## config.mk

```make
export PLATFORM = sky130hd
export DESIGN_NAME = decoder_xpt_sequencer
export DESIGN_NICKNAME = d
export VERILOG_FILES = /design/src/rtl/decoder_xpt_sequencer.sv
export SDC_FILE = /design/constraint.sdc
export NUM_CORES = 1
export LEC_CHECK = 0
export BUFFER_PORTS_ARGS = -buffer_cell sky130_fd_sc_hd__buf_2
export CORE_AREA = 2 2 97 99
export CTS_BUF_LIST = sky130_fd_sc_hd__clkbuf_8
export CTS_CLUSTER_DIAMETER = 30
export CTS_CLUSTER_SIZE = 12
export DETAILED_ROUTE_END_ITERATION = 8
export DIE_AREA = 0 0 99 101
export GPL_TIMING_DRIVEN = 0
export HOLD_SLACK_MARGIN = 0.06
export SETUP_SLACK_MARGIN = 0.15
export SLEW_MARGIN = 20
export SYNTH_ARGS = -nofsm -noshare
export SYNTH_HDL_FRONTEND = slang
export SYNTH_SLANG_ARGS = --single-unit
```

## constraint.sdc

```tcl
create_clock -name clk -period 4.03 [get_ports clk]
set_input_delay 0.6045 -clock clk [delete_from_list [all_inputs] [get_ports clk]]
set_output_delay 0.6045 -clock clk [all_outputs]
set_load 0.01 [all_outputs]
```

## src/rtl/decoder_xpt_sequencer.sv

```systemverilog
// Clocked opcode/phase sequencer: owns the instruction register and phase counter,
// drives memory cycles (M1, operand read, indirect read/write) and issues execute strobes.
module decoder_xpt_sequencer #(
    parameter int OP_WIDTH   = 8,
    parameter int XPT_WIDTH  = 4,
    parameter int WAIT_LIMIT = 15
) (
    input  logic                 clk,
    input  logic                 reset,
    input  logic                 enable,
    input  logic                 mem_ready,
    input  logic [OP_WIDTH-1:0]  mem_data,
    output logic                 mem_req,
    output logic                 mem_we,
    output logic [1:0]           cm,
    output logic [1:0]           addr_sel,
    output logic                 pc_inc,
    output logic [OP_WIDTH-1:0]  itable,
    output logic [XPT_WIDTH-1:0] xpt,
    output logic [OP_WIDTH-1:0]  op_lo,
    output logic [OP_WIDTH-1:0]  op_hi,
    output logic [OP_WIDTH-1:0]  data_reg,
    output logic                 write_a,
    output logic                 write_l,
    output logic                 write_h,
    output logic                 write_pc_low,
    output logic                 write_pc_high,
    output logic                 invert_in,
    output logic                 op_done,
    output logic                 illegal,
    output logic                 bus_error
);

    localparam int WCW = (WAIT_LIMIT > 0) ? $clog2(WAIT_LIMIT + 1) : 1;

    typedef enum logic [2:0] {S_IDLE, S_M1, S_RD, S_WR, S_EXEC} state_t;

    state_t                state, state_nxt, seq_next;
    logic [OP_WIDTH-1:0]   itable_nxt, op_lo_nxt, op_hi_nxt, data_reg_nxt, cur_op;
    logic [XPT_WIDTH-1:0]  xpt_nxt, xpt_inc;
    logic [WCW-1:0]        wait_cnt, wait_nxt;
    logic [5:0]            strobe_q, strobe_nxt;
    logic                  done_nxt, illegal_nxt;
    logic                  indirect_rd, timeout;

    function automatic logic is_legal(input logic [OP_WIDTH-1:0] op);
        return op[OP_WIDTH-1:3] == '0;
    endfunction

    // Phase to run after n memory cycles (M1 included) have completed for opcode op.
    function automatic state_t next_phase(input logic [OP_WIDTH-1:0] op,
                                          input logic [XPT_WIDTH-1:0] n);
        state_t s;
        s = S_EXEC;
        if (is_legal(op)) begin
            case (op[2:0])
                3'd1:       if (n == XPT_WIDTH'(1)) s = S_RD;
                3'd2, 3'd6: if (n <= XPT_WIDTH'(2)) s = S_RD;
                3'd3: begin
                    if (n <= XPT_WIDTH'(2))      s = S_RD;
                    else if (n == XPT_WIDTH'(3)) s = S_WR;
                end
                3'd4:       if (n <= XPT_WIDTH'(3)) s = S_RD;
                3'd7:       if (n == XPT_WIDTH'(1)) s = S_WR;
                default:    ;
            endcase
        end
        return s;
    endfunction

    // Strobe order: {write_a, write_l, write_h, write_pc_low, write_pc_high, invert_in}
    function automatic logic [5:0] exec_strobes(input logic [OP_WIDTH-1:0] op);
        logic [5:0] s;
        s = '0;
        if (is_legal(op)) begin
            case (op[2:0])
                3'd1, 3'd4: s = 6'b100000;
                3'd2:       s = 6'b011000;
                3'd5:       s = 6'b100001;
                3'd6:       s = 6'b000110;
                default:    s = '0;
            endcase
        end
        return s;
    endfunction

    assign mem_req     = (state == S_M1) || (state == S_RD) || (state == S_WR);
    assign mem_we      = (state == S_WR);
    assign indirect_rd = (state == S_RD) && (itable == OP_WIDTH'(4)) && (xpt == XPT_WIDTH'(3));
    assign timeout     = (WAIT_LIMIT != 0) && mem_req && !mem_ready
                         && (wait_cnt == WCW'(WAIT_LIMIT - 1));
    assign pc_inc      = mem_req && mem_ready && ((state == S_M1) || ((state == S_RD) && !indirect_rd));
    assign bus_error   = timeout;
    assign cur_op      = (state == S_M1) ? mem_data : itable;
    assign xpt_inc     = xpt + XPT_WIDTH'(1);
    assign seq_next    = next_phase(cur_op, xpt_inc);

    assign {write_a, write_l, write_h, write_pc_low, write_pc_high, invert_in} = strobe_q;

    always_comb begin
        cm       = 2'b00;
        addr_sel = 2'd0;
        case (state)
            S_M1: cm = 2'b01;
            S_RD: begin
                cm       = 2'b10;
                addr_sel = indirect_rd ? 2'd1 : 2'd0;
            end
            S_WR: begin
                cm       = 2'b11;
                addr_sel = (itable == OP_WIDTH'(7)) ? 2'd2 : 2'd1;
            end
            default: ;
        endcase
    end

    always_comb begin
        state_nxt    = state;
        itable_nxt   = itable;
        xpt_nxt      = xpt;
        op_lo_nxt    = op_lo;
        op_hi_nxt    = op_hi;
        data_reg_nxt = data_reg;
        wait_nxt     = wait_cnt;
        strobe_nxt   = '0;
        done_nxt     = 1'b0;
        illegal_nxt  = 1'b0;
        case (state)
            S_IDLE: if (enable) state_nxt = S_M1;
            S_M1, S_RD, S_WR: begin
                if (mem_ready) begin
                    wait_nxt  = '0;
                    xpt_nxt   = xpt_inc;
                    state_nxt = seq_next;
                    if (state == S_M1)                                itable_nxt   = mem_data;
                    else if (indirect_rd)                             data_reg_nxt = mem_data;
                    else if (state == S_RD && xpt == XPT_WIDTH'(1))   op_lo_nxt    = mem_data;
                    else if (state == S_RD)                           op_hi_nxt    = mem_data;
                    // Execute outputs are registered on entry so they cover exactly the EXEC cycle.
                    if (seq_next == S_EXEC) begin
                        strobe_nxt  = exec_strobes(cur_op);
                        done_nxt    = 1'b1;
                        illegal_nxt = !is_legal(cur_op);
                    end
                end else if (timeout) begin
                    wait_nxt  = '0;
                    xpt_nxt   = '0;
                    state_nxt = S_M1;
                end else if (WAIT_LIMIT != 0) begin
                    wait_nxt = wait_cnt + WCW'(1);
                end
            end
            S_EXEC: begin
                xpt_nxt   = '0;
                state_nxt = enable ? S_M1 : S_IDLE;
            end
            default: state_nxt = S_IDLE;
        endcase
    end

    always_ff @(posedge clk or posedge reset) begin
        if (reset) begin
            state    <= S_IDLE;
            itable   <= '0;
            xpt      <= '0;
            op_lo    <= '0;
            op_hi    <= '0;
            data_reg <= '0;
            wait_cnt <= '0;
            strobe_q <= '0;
            op_done  <= 1'b0;
            illegal  <= 1'b0;
        end else begin
            state    <= state_nxt;
            itable   <= itable_nxt;
            xpt      <= xpt_nxt;
            op_lo    <= op_lo_nxt;
            op_hi    <= op_hi_nxt;
            data_reg <= data_reg_nxt;
            wait_cnt <= wait_nxt;
            strobe_q <= strobe_nxt;
            op_done  <= done_nxt;
            illegal  <= illegal_nxt;
        end
    end

endmodule

```

==> impl_results.rst <==
.. list-table::
   :header-rows: 1

   * - Metric
     - Value
   * - Final cycle utilization of the critical path
     - 64.65%
   * - Cell accounting for the most synthesized area
     - dfrtp_1
   * - Critical path class
     - reg -> out
   * - Antenna-violating nets left
     - 0
   * - Worst Path Max Fanout
     - 8
   * - Critical-path cell list
     - ha_1 > nor2b_1 > and4b_1 > nand2_1 > a21oi_1 > nor2_1 > buf_2
   * - HPWL after detailed placement
     - 4798 um
   * - Core Util, Final
     - 35.65%
   * - Remaining max-slew budget at the tightest pin
     - 59.75%
   * - Total power after layout
     - 1.926 mW
   * - CTS HTree Levels
     - 2
   * - CTS sink cnt
     - 49
   * - Placed standard-cell area
     - 3084 um^2
   * - Synthesized area
     - 2610 um^2
   * - Standard cell core area
     - 8977 um^2
   * - Overall routed net length
     - 6516 um
   * - Number of synthesized flops with an enable pin
     - 0
   * - Global placement routability congestion
     - 0.8668
   * - GRT Util Overall
     - 13.13%
   * - Placement row count
     - 35
   * - DRC violation count after routing
     - 0
   * - Count of pins on the block boundary
     - 64
   * - Run status
     - finished clean
   * - CTS buffer count
     - 5
   * - Fin Clk Skew
     - 0.007716 ns
   * - Nets@finish
     - 330
   * - Power per unit of standard cell area
     - 601.8 nW/um^2
   * - Buffering stage count on the worst path with inverters included
     - 1
   * - Setup repair after global routing missed its margin
     - false
   * - Post-route design area
     - 3201 um^2
   * - Final Hold Violating Endpoints
     - 0
   * - Type of the tightest min-delay check
     - in -> async
   * - Kind of start point of the critical path
     - flop
   * - Critical Path End Type
     - primary output
   * - CTS root buffer
     - clkbuf_8
   * - Die width
     - 99 um
   * - Total stage count of the critical path
     - 7
   * - R2R depth
     - 6
   * - Synth area leaders
     - dfrtp_1, mux2_2, mux2_4, o21ai_0, ha_1
   * - Overall die height
     - 101 um
   * - Wire length per cell after detailed routing
     - 15.37 um
   * - Yosys reg bits
     - 49
   * - Skew-Pair Late Insertion Delay
     - 0.31 ns
   * - Worst Max-Slew Pin Slew
     - 0.5997 ns
   * - Max Cap Violations
     - 0
   * - Number of diodes added for antenna fixing
     - 0
   * - Initial core utilization
     - 29.07%
   * - Area added between synthesis and finish
     - 22.63%
   * - Ratio of cells with drive above 1 in the final layout
     - 39.30%
   * - Iteration-0 DRC count of the detailed router
     - 53
   * - Final setup slack of the worst path
     - 1.424 ns
   * - Peak per-stage delay on the critical path
     - 0.49 ns
   * - Count of endpoints failing setup in the final report
     - 0
   * - Average vias per placed instance
     - 4.901
   * - Gate count after technology mapping
     - 241
   * - Leading cell type in the layout, fill and taps excluded
     - buf_2
   * - Number of pins with negative max-slew slack in the final report
     - 0
   * - R2R Setup Slk
     - 1.62 ns
   * - Destination of the worst register-to-register timing path
     - op_hi[3]$_DFFE_PP0P_
   * - Proportion of register bits with asynchronous set or reset after synthesis
     - 100.0%
   * - Peak supply drop
     - 0.2811 mV
   * - Arrival time of the worst setup path
     - 2.00 ns
   * - Number of instances resized during post-cts repair
     - 0
   * - Count of port buffers added during placement
     - 63
   * - Pin count of the biggest net entering global routing
     - 33
   * - Hold-fix buffers, CTS
     - 0
   * - Via count of the first global-routing pass
     - 2054
   * - Count of distinct cell types in the synthesized netlist
     - 49
   * - Buffers from clock root to sink, at most
     - 2
   * - Count of warnings emitted by yosys
     - 0
   * - Global route overflow
     - 0
   * - Sequential cell area fraction in the yosys report
     - 46.98%
   * - Setup TNS Final
     - 0 ns
   * - Synthesized net count
     - 259
   * - Standby leakage power
     - 1.632 nW
   * - Kind of cell adding the most delay to the critical path
     - simple AND/OR/NAND/NOR gates
   * - Syn avg cell area
     - 10.83 um^2
   * - Top-area cell type share of the netlist area
     - 46.98%
   * - Number of buffers added for setup after CTS
     - 0
   * - Post-placement worst setup slack
     - 1.642 ns
   * - Slowest library cell on the worst path
     - dfrtp_1
   * - Peak Freq
     - 0.3838 GHz
   * - Number of detailed-routing iterations run before antenna repair
     - 4
   * - Crit path required time
     - 3.43 ns
   * - Post-route minimum period
     - 2.606 ns
   * - First-pass GRT wire length
     - 10440 um
   * - Leading cell types in the layout, fill and taps excluded
     - buf_2, dfrtp_1, mux2_2
   * - Register clock-pin slew on the reported worst setup and hold paths
     - 0.10 ns
   * - Most common flop cell mapped by yosys
     - dfrtp_1
   * - Number of antenna violations at the first check in global routing
     - 0
   * - Worst R2R Start
     - xpt[0]$_DFFE_PP0P_
   * - Die Outline Area
     - 9999 um^2
   * - Clock tree from TritonCTS
     - yes
   * - DR vias
     - 2078
[metal layers]
metal | share of wire [%] | GRT usage (%)
met4 | 2.0 | 4.636
met3 | 5.8 | 3.398
met2 | 47 | 22.14
met1 | 45 | 16.28
met5 | 0 | 0
[synthesized netlist by cell type, types with 2 or more instances]
| cell type | number |
|---|---|
| nand2_1 | 20 |
| ha_1 | 6 |
| nor2_2 | 2 |
| a22o_1 | 2 |
| mux2_4 | 8 |
| dfrtp_1 | 49 |
| buf_2 | 3 |
| nor2b_1 | 6 |
| nor3_1 | 6 |
| nand2b_1 | 2 |
| o21ai_0 | 16 |
| buf_6 | 2 |
| xnor2_1 | 2 |
| or4b_1 | 2 |
| a221oi_1 | 2 |
| or3_1 | 2 |
| nand3_1 | 10 |
| o22a_1 | 2 |
| nor2b_4 | 2 |
| xor2_1 | 3 |
| mux2_2 | 24 |
| o211ai_1 | 2 |
| inv_1 | 8 |
| nand4b_1 | 2 |
| buf_4 | 5 |
| clkbuf_1 | 4 |
| a21oi_1 | 11 |
| nor2_1 | 17 |
[worst register-to-register path: cells and delay by family, from the launching register on]
kind	cells	cell delay (ns)
AO/OA/AOI/OAI	1	0.20
adder cells (fa/ha/maj)	1	0.31
flip-flops	1	0.48
multiplexers	1	0.45
AND/OR/NAND/NOR	3	0.87
[report_power, final]
part / switching [mW] / internal (mW) / total, mW
Clock: 0.181 / 0.190 / 0.370
Sequential: 0.0993 / 0.616 / 0.715
Combinational: 0.483 / 0.358 / 0.841
Total: 0.763 / 1.16 / 1.93
[how the worst max path moves through the flow]
stage	slack (ns)	startpoint	end
final	1.42	xpt[0]$_DFFE_PP0P_	pc_inc
after global routing	1.30	xpt[0]$_DFFE_PP0P_	pc_inc
after CTS	1.42	xpt[0]$_DFFE_PP0P_	pc_inc
after detailed placement	1.64	xpt[0]$_DFFE_PP0P_	op_hi[7]$_DFFE_PP0P_
after global placement	1.57	reset	data_reg[0]$_DFFE_PP0P_
after floorplan	1.88	xpt[0]$_DFFE_PP0P_	op_lo[0]$_DFFE_PP0P_
[kinds of logic (layout without fill, tap and decap cells)]
| logic type | Yosys count | after routing | synth area share, % |
|---|---|---|---|
| and+or+nand+nor | 80 | 80 | 17.11 |
| DFF | 49 | 49 | 46.98 |
| AOI/OAI and AO/OA | 45 | 45 | 10.98 |
| muxes | 34 | 34 | 15.77 |
| buffers and inverters | 22 | 94 | 4.602 |
| adders and majority gates | 6 | 6 | 2.876 |
| xor gates and xnor gates | 5 | 5 | 1.678 |
[layout make-up]
type / count / area (um^2)
fill: 874 / 5777
tap: 111 / 138.9
sequential: 49 / 1226
inverter: 8 / 30.03
buffer: 14 / 90.09
multi-input combinational: 170 / 1264
clock inverter: 3 / 47.55
clock buffer: 5 / 68.82
timing repair buffer: 64 / 335.3
[stage by stage]
step	cells	hold WS, ns
after floorplan	241	0.5009
after global placement	415	0.4863
after detailed placement	416	0.4864
after CTS	424	0.2855
after global routing	424	0.3024
final	424	0.2763
Note: power is estimated with default switching activity, not from simulation.
